==> config.mk <==
export PLATFORM = sky130hd
export DESIGN_NAME = serial_add_ctrl
export DESIGN_NICKNAME = d
export VERILOG_FILES = /design/src/rtl/serial_add_ctrl.sv
export SDC_FILE = /design/constraint.sdc
export NUM_CORES = 1
export LEC_CHECK = 0
export BUFFER_PORTS_ARGS = -buffer_cell sky130_fd_sc_hd__buf_2
export CAP_MARGIN = 15
export CELL_PAD_IN_SITES_DETAIL_PLACEMENT = 0
export CELL_PAD_IN_SITES_GLOBAL_PLACEMENT = 1
export CORE_ASPECT_RATIO = 2
export CORE_UTILIZATION = 43
export DETAILED_ROUTE_END_ITERATION = 7
export MAX_ROUTING_LAYER = met4
export PLACE_DENSITY_LB_ADDON = 0.1
export RECOVER_POWER = 100
export SYNTH_ARGS = -nofsm -noshare
export SYNTH_HDL_FRONTEND = slang
export SYNTH_SLANG_ARGS = --single-unit
==> constraint.sdc <==
create_clock -name clk -period 4.05 [get_ports clk]
set_input_delay 0.2025 -clock clk [delete_from_list [all_inputs] [get_ports clk]]
set_output_delay 0.2025 -clock clk [all_outputs]
set_load 0.02 [all_outputs]
==> src/rtl/serial_add_ctrl.sv <==
// serial_add_ctrl: bit-serial adder controller built around one fullAdder cell.
// Adds two WIDTH-bit operands one bit per clock, LSB first, with a
// start/ready/done handshake, abort, and held result/flag registers.
// Optional build macro: SERIAL_ADD_SUB_EN adds a 'sub' input that turns the
// operation into A-B (B inverted, carry-in forced to 1).

// One-bit full adder cell shared by the serial datapath.
module fullAdder (
    input  logic a,
    input  logic b,
    input  logic cin,
    output logic sum,
    output logic cout
);
    assign sum  = a ^ b ^ cin;
    assign cout = (a & b) | (cin & (a ^ b));
endmodule

module serial_add_ctrl #(
    parameter int WIDTH = 8
) (
    input  logic             clk,
    input  logic             reset,
    input  logic             start,
    input  logic             abort,
`ifdef SERIAL_ADD_SUB_EN
    input  logic             sub,
`endif
    input  logic [WIDTH-1:0] a,
    input  logic [WIDTH-1:0] b,
    input  logic             cin,
    output logic             ready,
    output logic             busy,
    output logic             done,
    output logic [WIDTH-1:0] sum,
    output logic             cout,
    output logic             overflow
);
    localparam int CNT_W = (WIDTH > 1) ? $clog2(WIDTH) : 1;
    localparam logic [CNT_W-1:0] LAST_BIT = CNT_W'(WIDTH - 1);

    typedef enum logic [1:0] {
        IDLE = 2'd0,
        RUN  = 2'd1,
        DONE = 2'd2
    } state_t;

    state_t           state_q, state_d;
    logic [WIDTH-1:0] a_q, a_d;
    logic [WIDTH-1:0] b_q, b_d;
    logic [WIDTH-1:0] res_q, res_d;
    logic             carry_q, carry_d;
    logic [CNT_W-1:0] cnt_q, cnt_d;
    logic [WIDTH-1:0] sum_q, sum_d;
    logic             cout_q, cout_d;
    logic             ovf_q, ovf_d;

    logic             b_bit;
    logic             fa_sum;
    logic             fa_cout;
    logic             load_carry;

`ifdef SERIAL_ADD_SUB_EN
    logic             sub_q, sub_d;

    // Subtraction inverts each B bit on its way into the adder and seeds the carry with 1.
    always_comb begin
        b_bit      = b_q[0] ^ sub_q;
        load_carry = sub ? 1'b1 : cin;
    end
`else
    // Addition only: B bits pass straight through and the carry seed is cin.
    always_comb begin
        b_bit      = b_q[0];
        load_carry = cin;
    end
`endif

    fullAdder u_fa (
        .a    (a_q[0]),
        .b    (b_bit),
        .cin  (carry_q),
        .sum  (fa_sum),
        .cout (fa_cout)
    );

    // Next-state and datapath update: accept in IDLE, one bit per cycle in RUN, publish on the last bit.
    always_comb begin
        state_d = state_q;
        a_d     = a_q;
        b_d     = b_q;
        res_d   = res_q;
        carry_d = carry_q;
        cnt_d   = cnt_q;
        sum_d   = sum_q;
        cout_d  = cout_q;
        ovf_d   = ovf_q;
`ifdef SERIAL_ADD_SUB_EN
        sub_d   = sub_q;
`endif
        case (state_q)
            IDLE: begin
                if (start) begin
                    a_d     = a;
                    b_d     = b;
                    res_d   = '0;
                    carry_d = load_carry;
                    cnt_d   = '0;
`ifdef SERIAL_ADD_SUB_EN
                    sub_d   = sub;
`endif
                    state_d = RUN;
                end
            end
            RUN: begin
                if (abort) begin
                    state_d = IDLE;
                end else begin
                    res_d   = {fa_sum, res_q[WIDTH-1:1]};
                    carry_d = fa_cout;
                    a_d     = {1'b0, a_q[WIDTH-1:1]};
                    b_d     = {1'b0, b_q[WIDTH-1:1]};
                    if (cnt_q == LAST_BIT) begin
                        sum_d   = {fa_sum, res_q[WIDTH-1:1]};
                        cout_d  = fa_cout;
                        ovf_d   = carry_q ^ fa_cout;
                        cnt_d   = '0;
                        state_d = DONE;
                    end else begin
                        cnt_d = cnt_q + CNT_W'(1);
                    end
                end
            end
            DONE: begin
                state_d = IDLE;
            end
            default: begin
                state_d = IDLE;
            end
        endcase
    end

    // State and datapath registers with synchronous active-high reset.
    always_ff @(posedge clk) begin
        if (reset) begin
            state_q <= IDLE;
            a_q     <= '0;
            b_q     <= '0;
            res_q   <= '0;
            carry_q <= 1'b0;
            cnt_q   <= '0;
            sum_q   <= '0;
            cout_q  <= 1'b0;
            ovf_q   <= 1'b0;
`ifdef SERIAL_ADD_SUB_EN
            sub_q   <= 1'b0;
`endif
        end else begin
            state_q <= state_d;
            a_q     <= a_d;
            b_q     <= b_d;
            res_q   <= res_d;
            carry_q <= carry_d;
            cnt_q   <= cnt_d;
            sum_q   <= sum_d;
            cout_q  <= cout_d;
            ovf_q   <= ovf_d;
`ifdef SERIAL_ADD_SUB_EN
            sub_q   <= sub_d;
`endif
        end
    end

    assign ready    = (state_q == IDLE);
    assign busy     = (state_q == RUN);
    assign done     = (state_q == DONE);
    assign sum      = sum_q;
    assign cout     = cout_q;
    assign overflow = ovf_q;

endmodule

Word-level counts from Yosys, hierarchy flattened
Cells that the tools add are included.
{ "classes": {"n_addsub": 1, "eq_ne": 6, "muxes": 20, "bitwise_logic": 7, "n_reduce_logical": 5} }
{ "ops": {"columns": ["operator", "count"], "rows": [
  ["$mux 8", 6],
  ["$pmux 8 s2", 3],
  ["$mux 3", 3],
  ["$mux 2", 3],
  ["$pmux 3 s2", 1],
  ["$reduce_and 3->1", 2],
  ["$ne 2x2->1 const B", 2],
  ["$pmux 2 s2", 1],
  ["$add 3x1->3 const B", 1],
  ["$eq 3x3->1 const B", 1],
  ["$ne 3x2->1 const B", 1],
  ["$xor 1x1->1", 3],
  ["$and 1x1->1", 2],
  ["$eq 2x1->1 const B", 1],
  ["$eq 2x2->1 const B", 1],
  ["$logic_not 2->1", 1],
  ["$mux 1", 2],
  ["$pmux 1 s2", 1],
  ["$reduce_and 2->1", 1],
  ["$reduce_bool 2->1", 1],
  ["$not 1->1", 1],
  ["$or 1x1->1", 1]
]} }
{ "word_totals": {"reg_bits": 40, "input_bits": 21, "wordCells": 48} }

Logic depth before layout (Yosys ltp)
Gate-level depths: netlist (run 1).
{ "logic_depth": {"word_depth": 5, "ltp_mapped": 6} }

By module
A second synthesis (run 1) with hierarchy kept.
{ "unflattened": {"cells_unflattened": 201, "area_unflattened_um2": 1778.0} }
{ "modules_own_cells": {"columns": ["module", "instances", "cells_per_inst", "area_per_inst_um2", "seq_area_each_um2"], "rows": [
  ["serial_add_ctrl", 1, 200, 1757.9, 780.7],
  ["fullAdder", 1, 1, 20.0, 0.0]
]} }

Worst setup path before layout (run 1)
OpenSTA, ideal clock, no wires.
{ "synth_path": {"path_kind": "flip-flop to flip-flop", "startpoint": "reg cnt_q[0]", "endpoint": "reg ovf_q (netlist: overflow)", "setup_time_ps": 87, "arrival_time_ps": 1261, "path_slack_ps": 2702, "path_stages_with_launch": 6, "period_less_slack_ps": 1348, "cell_sequence": "dfxtp_1 -> ha_1 -> ha_1 -> and4bb_2 -> buf_2 -> a211oi_1"} }
{ "synth_between": {"elab_chain_cells": 2} }
{ "synth_lines": {"columns": ["item", "line_no", "text"], "rows": [
  ["start: declaration", "53", "logic [CNT_W-1:0] cnt_q, cnt_d;"],
  ["start signal: assignment", "164", "cnt_q <= cnt_d;"],
  ["$eq 3x3->1", "123", "if (cnt_q == LAST_BIT) begin"],
  ["$reduce_and 3->1 (no line)", null, null],
  ["end signal: assignment", "167", "ovf_q <= ovf_d;"],
  ["end: declaration", "56", "logic ovf_q, ovf_d;"]
]} }
No other way between the ends.
A chain may end at the register's enable or synchronous reset.

Final worst setup path (run 1)
{ "layout_path": {"startpoint": "reg state_q[0]", "endpoint": "reg res_q[7]"} }
{ "layout_between": {"elab_chain_cells": 3, "elab_cells_between_ends": 7} }
{ "layout_lines": {"columns": ["item", "line_no", "text"], "rows": [
  ["start: declaration", "48", "state_t state_q, state_d;"],
  ["start signal: assignment", "159", "state_q <= state_d;"],
  ["$eq 2x1->1 / $logic_not 2->1 (equally long branches)", "101", "case (state_q)"],
  ["$ne 2x2->1 (no line) / $reduce_bool 2->1 (equally long branches)", null, null],
  ["$reduce_and 3->1 (no line)", null, null],
  ["end signal: assignment", "162", "res_q <= res_d;"],
  ["end: declaration", "51", "logic [WIDTH-1:0] res_q, res_d;"]
]} }
Parallel ways exist; a longest one is shown, timed or not.

==> reports/results.ini, run 1 <==
[clock_network]
holdBufCountCts = 0
cts-root-buf = clkbuf_8
cts.path.max_buffers = 2
post_cts_buffers = 0
cts_buffers = 5
cts_resized = 0
clk_latency_ps = 290
htreeDepth = 2
clock_sinks = 39
cts_tree = done
clk_pin_slew_worst_paths_ps = 80

[logic_synthesis]
synth_seq_cells = 39
synthArstFlopShare = 0
syn_area_per_cell_um2 = 8.839
synthCells = 201
ys.warnings.count = 0
netlist_area_mm2 = 0.001777
synth.net_count = 225
synth_flop_cell = dfxtp_1
synth_cell_types = 28
synth-edff-count = 0
seq_area_frac_synth = 0.4394

[sta]
worst_slew_pin_slew_ps = 1182
period_share = 0.4647
whs_ps = 193.5
setup_viol = 0
fin_setup_tns_ps = 0
maxSlewViolCount = 0
max_freq_mhz = 531.4
rsz0062_at_grt = no
fin_worst_skew_ps = 8.137
period_minus_slack_ps = 1882
hold_viol_final = 0
relSlewSlack = 0.2101

[worst_setup_path]
worst_r2r_path_depth = 3
end_kind = flop
r2r_start = state_q[0]$_SDFFE_PP0P_
r2r-end = res_q[7]$_SDFFE_PP0P_
arrival_ps = 2110
path_class = reg2reg
worstPathMaxFanout = 14
critPathRequiredTime_ps = 4280
rrSetupSlack_ps = 2170
start_kind = flop

[final_layout]
final_cell_mix = dfxtp_1, nor2_1, nand2_1
layout_commonest_cell = dfxtp_1
diodes = 0
postLayoutCoreUtil = 0.5071
area_growth_pct = 10.85
final_nets = 251
drive_gt1_frac = 0.1316

[power]
comb_power_share = 0.106
switching_share = 0.2452
power_leakage_nw = 0.7948
ir_drop_mv = 0.2950
power_density_mw_per_mm2 = 399.4
fin_total_pwr_uw = 786.6
p_int_uw = 593.7
p_seq_frac = 0.525
clkPwrFrac = 0.369
p_switching_uw = 192.9

[detailed_routing]
routed_via_density = 5.100
drt_pass1_iterations = 4
antenna_violating_nets_post_route = 0
drtIter0Drc = 35
drc = 0
vias = 1423
routed_wl_um = 3657
wl_per_cell_um = 13.11

[run_status]
status = finished clean

[global_routing]
grt_max_degree = 41
grt_pass1_wl_um = 5968
first_global_vias = 1331
grt_overflow = 0
grt_usage = 0.1971
antenna_found_initial = 0

[floorplanning]
rows = 32
core_area_mm2 = 0.003884
die_w_um = 47.45
fp.dieArea_mm2 = 0.004408
die_height_um = 92.91
start_util = 0.4575
io_pins = 34

[hold_path]
worstHoldStart = a[3]
hold_class = in2reg
min_to = a_q[3]$_SDFFE_PP0P_
hold_depth = 3

[run]
cap_violations = 0

[placed_design]
place.gp.congestion = 0.7530
io_buffer_count = 33
hpwlAfterDp_um = 2583

kinds of logic (layout without fill, tap and decap cells):
logic type               count (synthesis)  count (layout)  share of synthesized area
AO/OA/AOI/OAI                           32              32                     0.1634
XOR/XNOR                                 1               1                   0.004930
adder cells (fa/ha/maj)                  3               3                    0.02535
buffers and inverters                   30              57                    0.08239
flip-flops                              39              39                     0.4394
multiplexers                            10              10                    0.05634
AND/OR/NAND/NOR                         86              86                     0.2282
layer usage:
metal | vias up | global-route usage | part of all wire
met2 | 27 | 0.3231 | 0.53
met4 | 0 | 0.08810 | 0.024
met5 | - | - | 0
li1 | 717 | - | -
met1 | 672 | 0.2125 | 0.41
met3 | 7 | 0.04678 | 0.033
cells in the mapped netlist, drive strengths merged (5+ instances only):
cell type	count	share of area
inv	15	0.032
a21oi	13	0.037
nand2b	12	0.042
buf	10	0.039
dfxtp	39	0.44
clkbuf	5	0.012
nor2	35	0.074
a2111oi	15	0.11
nand2	30	0.063
mux2i	10	0.056
critical path, cell delays in order (launching register included):
cell and delay, ps:
dfxtp_1 530, nor3b_1 990, nand2_1 140, mux2i_1 160
flip-flops by register name, indices dropped and copies added, names as in the netlist:
register  cells
state_q       2
cnt_q         3
sum           8
b_q           8
res_q         7
overflow      1
carry_q       1
a_q           8
cout          1
cell type report:
| class | count | area, um^2 |
|---|---|---|
| Sequential cell | 39 | 780.7 |
| Timing Repair Buffer | 34 | 176.4 |
| Inverter | 15 | 56.30 |
| Clock inverter | 1 | 7.507 |
| Fill cell | 424 | 1914 |
| Multi-Input combinational cell | 132 | 788.3 |
| Clock buffer | 7 | 96.34 |
| Tap cell | 51 | 63.81 |
how the worst max path moves through the flow:
stage / slack [ps] / to / start
CTS: 1950 / a_q[4]$_SDFFE_PP0P_ / state_q[0]$_SDFFE_PP0P_
global placement: 2060 / a_q[0]$_SDFFE_PP0P_ / state_q[0]$_SDFFE_PP0P_
finish: 2170 / res_q[7]$_SDFFE_PP0P_ / state_q[0]$_SDFFE_PP0P_
detailed placement: 1960 / a_q[4]$_SDFFE_PP0P_ / state_q[0]$_SDFFE_PP0P_
floorplan: 2700 / overflow$_SDFFE_PP0P_ / cnt_q[0]$_SDFFE_PP0P_
global route: 2010 / res_q[2]$_SDFFE_PP0P_ / state_q[0]$_SDFFE_PP0P_
stage by stage:
stage                     cells  setup slack (ps)  cell area [um^2]
after floorplan             201              2702              1777
after global placement      270              2059              1916
after detailed placement    270              1961              1916
after CTS                   278              1949              2019
after global routing        279              2010              1969
final                       279              2168              1969
power groups by stage:
stage | combinational [mW] | sequential (mW) | clock, mW
after global routing | 0.0924 | 0.416 | 0.312
after CTS | 0.0924 | 0.413 | 0.300
after floorplan | 0.0758 | 0.418 | 0
after detailed placement | 0.0918 | 0.422 | 0
final | 0.0836 | 0.413 | 0.290
after global placement | 0.0888 | 0.422 | 0
(Power assumes the default switching activity.)
==> run 2: changes to the inputs <==
--- a/config.mk
+++ b/config.mk
@@ -10,7 +10,7 @@
 export CELL_PAD_IN_SITES_DETAIL_PLACEMENT = 0
 export CELL_PAD_IN_SITES_GLOBAL_PLACEMENT = 1
 export CORE_ASPECT_RATIO = 2
-export CORE_UTILIZATION = 43
+export CORE_UTILIZATION = 40
 export DETAILED_ROUTE_END_ITERATION = 7
 export MAX_ROUTING_LAYER = met4
 export PLACE_DENSITY_LB_ADDON = 0.1
==> constraint.sdc (replaced) <==
create_clock -name clk -period 1.9 [get_ports clk]
set_input_delay 0.095 -clock clk [delete_from_list [all_inputs] [get_ports clk]]
set_output_delay 0.095 -clock clk [all_outputs]
set_load 0.02 [all_outputs]
==> run 2 against run 1 <==
Net effect:
- critical path depth rose by 3
- worst hold slack got worse by 97 ps
- maximum frequency increased by 17%
- routed wire length grew 5.1%
- largest cell class unchanged
==> reports/results.ini, run 2 (synthesis gave the netlist of run 1 again) <==
[detailed_routing]
drtIter0Drc = 15  ; -57%
routed_via_density = 5.038  ; -1.2%
drt_pass1_iterations = 3  ; -1
drc = 0  ; unchanged
vias = 1441  ; +1.3%
wl_per_cell_um = 13.44  ; +2.5%
routed_wl_um = 3843  ; +5.1%
antenna_violating_nets_post_route = 0  ; unchanged

[clock_network]
cts_tree = done
post_cts_buffers = 0  ; unchanged
htreeDepth = 2  ; unchanged
clk_latency_ps = 290  ; about the same
cts-root-buf = clkbuf_8
holdBufCountCts = 0  ; unchanged
cts.path.max_buffers = 2  ; unchanged
clock_sinks = 39  ; unchanged
cts_buffers = 5  ; unchanged
clk_pin_slew_worst_paths_ps = 70  ; about the same

[run]
cap_violations = 0  ; unchanged

[sta]
max_freq_mhz = 623.3  ; +17%
worst_slew_pin_slew_ps = 497.0  ; -685.3 ps
period_minus_slack_ps = 1604  ; -277.5 ps
fin_setup_tns_ps = 0  ; unchanged
relSlewSlack = 0.6687  ; +0.4586
hold_viol_final = 0  ; unchanged
rsz0062_at_grt = no
setup_viol = 0  ; unchanged
worst_slack_ps = 295.6  ; -1872 ps
maxSlewViolCount = 0  ; unchanged
fin_worst_skew_ps = 1.916  ; -6.221 ps
period_share = 0.8444  ; +0.3797
whs_ps = 96.94  ; -96.54 ps

[placed_design]
io_buffer_count = 33  ; unchanged
dp_slack_ps = 155.6  ; -1805 ps
place.gp.congestion = 0.7169  ; -4.8%
hpwlAfterDp_um = 2772  ; +7.3%
placed_cell_area_mm2 = 0.001972  ; +2.9%
dp_cells = 280  ; +3.7%

[worst_setup_path]
path_class = reg2reg
cp.depth = 6  ; +3
start_kind = flop
worst_r2r_path_depth = 6  ; +3
worstPathMaxFanout = 10  ; -4
slowest_stage = clkbuf_1
critical_path.max_stage_delay_ps = 410  ; -580 ps
cp.buffers_inverters = 1  ; +1
critPathTopFamily = adder cells
worstPathCellList = ha_1 > ha_1 > nand4bb_1 > clkbuf_1 > nand2_1 > a21oi_1
end_kind = flop
crit_top_cell = ha_1
critPathRequiredTime_ps = 2120  ; -2160 ps
arrival_ps = 1830  ; -280 ps

[floorplanning]
rows = 34  ; +6.3%
start_util = 0.4135  ; -0.04396
fp.dieArea_mm2 = 0.004728  ; +7.3%
io_pins = 34  ; unchanged
die_w_um = 49.13  ; +3.5%
die_height_um = 96.25  ; +3.6%
core_area_mm2 = 0.004297  ; +11%

[power]
fin_total_pwr_mw = 1.574  ; +100%
power_leakage_nw = 0.8005  ; +0.71%
clkPwrFrac = 0.327  ; -0.042
switching_share = 0.2501  ; +0.004905
ir_drop_mv = 0.5230  ; +77%
p_int_mw = 1.180  ; +99%
p_switching_uw = 393.7  ; +100%
power_density_mw_per_mm2 = 799.8  ; +100%
comb_power_share = 0.114  ; +0.008
p_seq_frac = 0.560  ; +0.035

[final_layout]
postLayoutCoreUtil = 0.4581  ; -0.04902
multi_input_area_um2 = 793.3  ; +0.63%
fill_cells = 463  ; +9.2%
design_area_mm2 = 0.001968  ; about the same
area_growth_pct = 10.77  ; about the same
final_nets = 257  ; +2.4%
finalNonFillerCells = 286  ; +2.5%
layout_commonest_cell = dfxtp_1
drive_gt1_frac = 0.1466  ; +0.01497
ff_latch_area_um2 = 780.7  ; unchanged
final_cell_mix = dfxtp_1, nor2_1, nand2_1
diodes = 0  ; unchanged

[global_routing]
grt_max_degree = 28  ; -32%
grt_overflow = 0  ; unchanged
grt_usage = 0.1841  ; -0.01298
first_global_vias = 1406  ; +5.6%
antenna_found_initial = 0  ; unchanged
grt_pass1_wl_um = 6320  ; +5.9%

[hold_path]
hold_depth = 3  ; unchanged
hold_class = in2reg

[run_status]
status = finished clean

[run 2: power groups by stage]
| stage | Sequential (mW) | Clock [mW] | Combinational (mW) |
|---|---|---|---|
| after floorplan | 0.891 | 0 | 0.162 |
| after global placement | 0.898 | 0 | 0.201 |
| after detailed placement | 0.900 | 0 | 0.208 |
| after CTS | 0.881 | 0.536 | 0.209 |
| after global routing | 0.886 | 0.562 | 0.201 |
| final | 0.881 | 0.514 | 0.179 |
[run 2: timing repair]
item / in CTS / in global routing
setup endpoints to repair: 0 / 1
endpoints found under the hold margin: 0 / 0
gates resized for setup: 0 / 1
[run 2: routing by layer]
layer | part of all wire | global-route usage | routed length [um] | vias to the layer above
li1 | - | - | - | 728
met4 | 0.019 | 0.08824 | 72 | 0
met3 | 0.028 | 0.03949 | 108 | 6
met1 | 0.41 | 0.1822 | 1563 | 686
met5 | 0 | - | 0 | -
met2 | 0.55 | 0.3356 | 2099 | 21
[run 2: tightest hold or removal path, delay by kind of cell]
| family | cells | cell delay, ps |
|---|---|---|
| compound gates | 1 | 60 |
| buf+inv | 1 | 100 |
| simple gates | 1 | 80 |
[run 2: final timing paths]
| path | startpoint | end | slack, ps |
|---|---|---|---|
| max reg2reg | cnt_q[0]$_SDFFE_PP0P_ | sum[7]$_SDFFE_PP0P_ | 300 |
| min reg2reg | sum[2]$_SDFFE_PP0P_ | sum[2]$_SDFFE_PP0P_ | 460 |
| max | cnt_q[0]$_SDFFE_PP0P_ | sum[7]$_SDFFE_PP0P_ | 300 |
| min | b[0] | b_q[0]$_SDFFE_PP0P_ | 100 |
[run 2: area by class of cell]
class,count,share of cell area
multi-input cells,132,0.4031
flip-flops and latches,39,0.3967
well taps,54,0.03433
clock buffers,6,0.03687
repair buffers,40,0.1004
inverters,15,0.02861
==> run 3: changes to the inputs <==
==> constraint.sdc (replaced) <==
create_clock -name clk -period 1.7 [get_ports clk]
set_input_delay 0.085 -clock clk [delete_from_list [all_inputs] [get_ports clk]]
set_output_delay 0.085 -clock clk [all_outputs]
set_load 0.02 [all_outputs]
==> run 3 against run 2 <==
Net effect:
- clock power is 18% higher
- clock skew up 6.6 ps
- clock-buffer cell count is the same
- routed wire length grew 0.68%
- maximum frequency increased by 7.1%
==> reports/results.ini, run 3 (synthesis gave the netlist of run 1 again) <==
[detailed_routing]
drtIter0Drc = 12  ; -3
drt_pass1_iterations = 4  ; +1
routed_wl_um = 3869  ; +0.68%
drc = 0  ; unchanged
routed_via_density = 4.990  ; -0.97%
antenna_violating_nets_post_route = 0  ; unchanged
wl_per_cell_um = 13.34  ; -0.71%
vias = 1447  ; +0.42%

[worst_setup_path]
end_kind = flop
crit_start = state_q[0]$_SDFFE_PP0P_
path_class = reg2reg
critPathRequiredTime_ps = 1870  ; -250 ps
r2r_start = state_q[0]$_SDFFE_PP0P_
start_kind = flop
arrival_ps = 1670  ; -160 ps
worstPathMaxFanout = 16  ; +6

[placed_design]
io_buffer_count = 33  ; unchanged
hpwlAfterDp_um = 2868  ; +3.5%
placed_cell_area_mm2 = 0.001987  ; +0.76%
place.gp.congestion = 0.7134  ; -0.49%

[power]
ir_drop_mv = 0.6551  ; +25%
power_leakage_nw = 0.8131  ; +1.6%
power_density_mw_per_mm2 = 896.6  ; +12%
fin_total_pwr_mw = 1.798  ; +14%

[final_layout]
fill_cells = 467  ; +0.86%
design_area_mm2 = 0.002006  ; +1.9%
ff_latch_area_um2 = 780.7  ; unchanged
diodes = 0  ; unchanged
drive_gt1_frac = 0.1780  ; +0.03141
final_cell_mix = dfxtp_1, nor2_1, nand2_1
area_growth_pct = 12.89
layout_commonest_cell = dfxtp_1
multi_input_area_um2 = 807.0  ; +1.7%
final_nets = 259  ; +0.78%

[clock_network]
clock_sinks = 39  ; unchanged
clk_latency_ps = 290  ; about the same
cts-root-buf = clkbuf_8
cts_tree = done
post_cts_buffers = 0  ; unchanged
htreeDepth = 2  ; unchanged
cts_buffers = 5  ; unchanged
cts.path.max_buffers = 2  ; unchanged
clk_pin_slew_worst_paths_ps = 80  ; about the same

[global_routing]
first_global_vias = 1466  ; +4.3%
grt_pass1_wl_um = 6548  ; +3.6%
grt_max_degree = 25  ; -11%
grt_usage = 0.1885  ; +0.004325
grt_overflow = 0  ; unchanged
antenna_found_initial = 0  ; unchanged

[sta]
worst_slew_pin_slew_ps = 423.1  ; -73.87 ps
max_freq_mhz = 667.5  ; +7.1%
rsz0062_at_grt = no
setup_viol = 0  ; unchanged
fin_setup_tns_ps = 0  ; unchanged
hold_viol_final = 0  ; unchanged
relSlewSlack = 0.7179  ; +0.04924
period_minus_slack_ps = 1498  ; -106.2 ps
maxSlewViolCount = 0  ; unchanged
period_share = 0.8813  ; +0.03690
fin_worst_skew_ps = 8.471  ; +6.555 ps

[run_status]
status = finished clean

[floorplanning]
start_util = 0.4135  ; unchanged
die_w_um = 49.13  ; unchanged
die_height_um = 96.25  ; unchanged
rows = 34  ; unchanged
io_pins = 34  ; unchanged
fp.dieArea_mm2 = 0.004728  ; unchanged
core_area_mm2 = 0.004297  ; unchanged

[hold_path]
worstHoldStart = a[2]
hold_class = in2reg

[run]
cap_violations = 0  ; unchanged

run 3: cell count changes in the layout (fill, tap and decap cells not counted), sizes merged:
cell      delta
buf          +1
clkbuf       +1
clkinv       +1
clkinvlp     +1
run 3: layer usage:
layer  GRT usage  up-vias  wire (um)
li1            -      732          -
met2      0.3573       22       2119
met1      0.1848      688       1589
met3     0.03476        5        105
met5           -        -          0
met4     0.07353        0         55
run 3: worst paths after layout:
| check | endpoint | depth (start not counted) | slack, ps |
|---|---|---|---|
| worst max-delay path | a_q[3]$_SDFFE_PP0P_ | 4 | 200 |
| worst min register to register | sum[2]$_SDFFE_PP0P_ | 2 | 460 |
| worst max register to register | a_q[3]$_SDFFE_PP0P_ | 4 | 200 |
| worst min-delay path | a_q[2]$_SDFFE_PP0P_ | 3 | 80 |
run 3: critical path: stages (launching register included):
cell	delay, ps
dfxtp_1	360
nand2b_1	180
a21o_1	200
buf_4	200
a2111oi_1	440
run 3: timing repair:
action / CTS / global route
hold buffers: 0 / 0
resized for setup: 0 / 2
setup endpoints to repair: 0 / 3
run 3: where the power goes:
| part | internal [mW] | switching, mW |
|---|---|---|
| Combinational | 0.0931 | 0.118 |
| Sequential | 0.955 | 0.0261 |
| Clock | 0.287 | 0.319 |
run 3: cell type report:
| class | instances | share of cell area |
|---|---|---|
| tap | 54 | 0.03369 |
| inverter | 15 | 0.02807 |
| sequential | 39 | 0.3893 |
| multi-input combinational | 132 | 0.4024 |
| timing repair buffer | 42 | 0.1042 |
| clock inverter | 2 | 0.006238 |
| clock buffer | 6 | 0.03618 |
run 3: stage by stage:
| stage | hold slack, ps | util | instances | setup slack (ps) |
|---|---|---|---|---|
| after floorplan | 267.0 | - | 201 | 352.2 |
| after global placement | 375.2 | 0.4624 | 282 | 272.5 |
| after detailed placement | 394.5 | 0.4624 | 282 | 54.11 |
| after CTS | 77.83 | 0.4822 | 290 | 43.26 |
| after global routing | 79.53 | 0.4668 | 290 | 56.80 |
| final | 77.09 | 0.4668 | 290 | 201.8 |
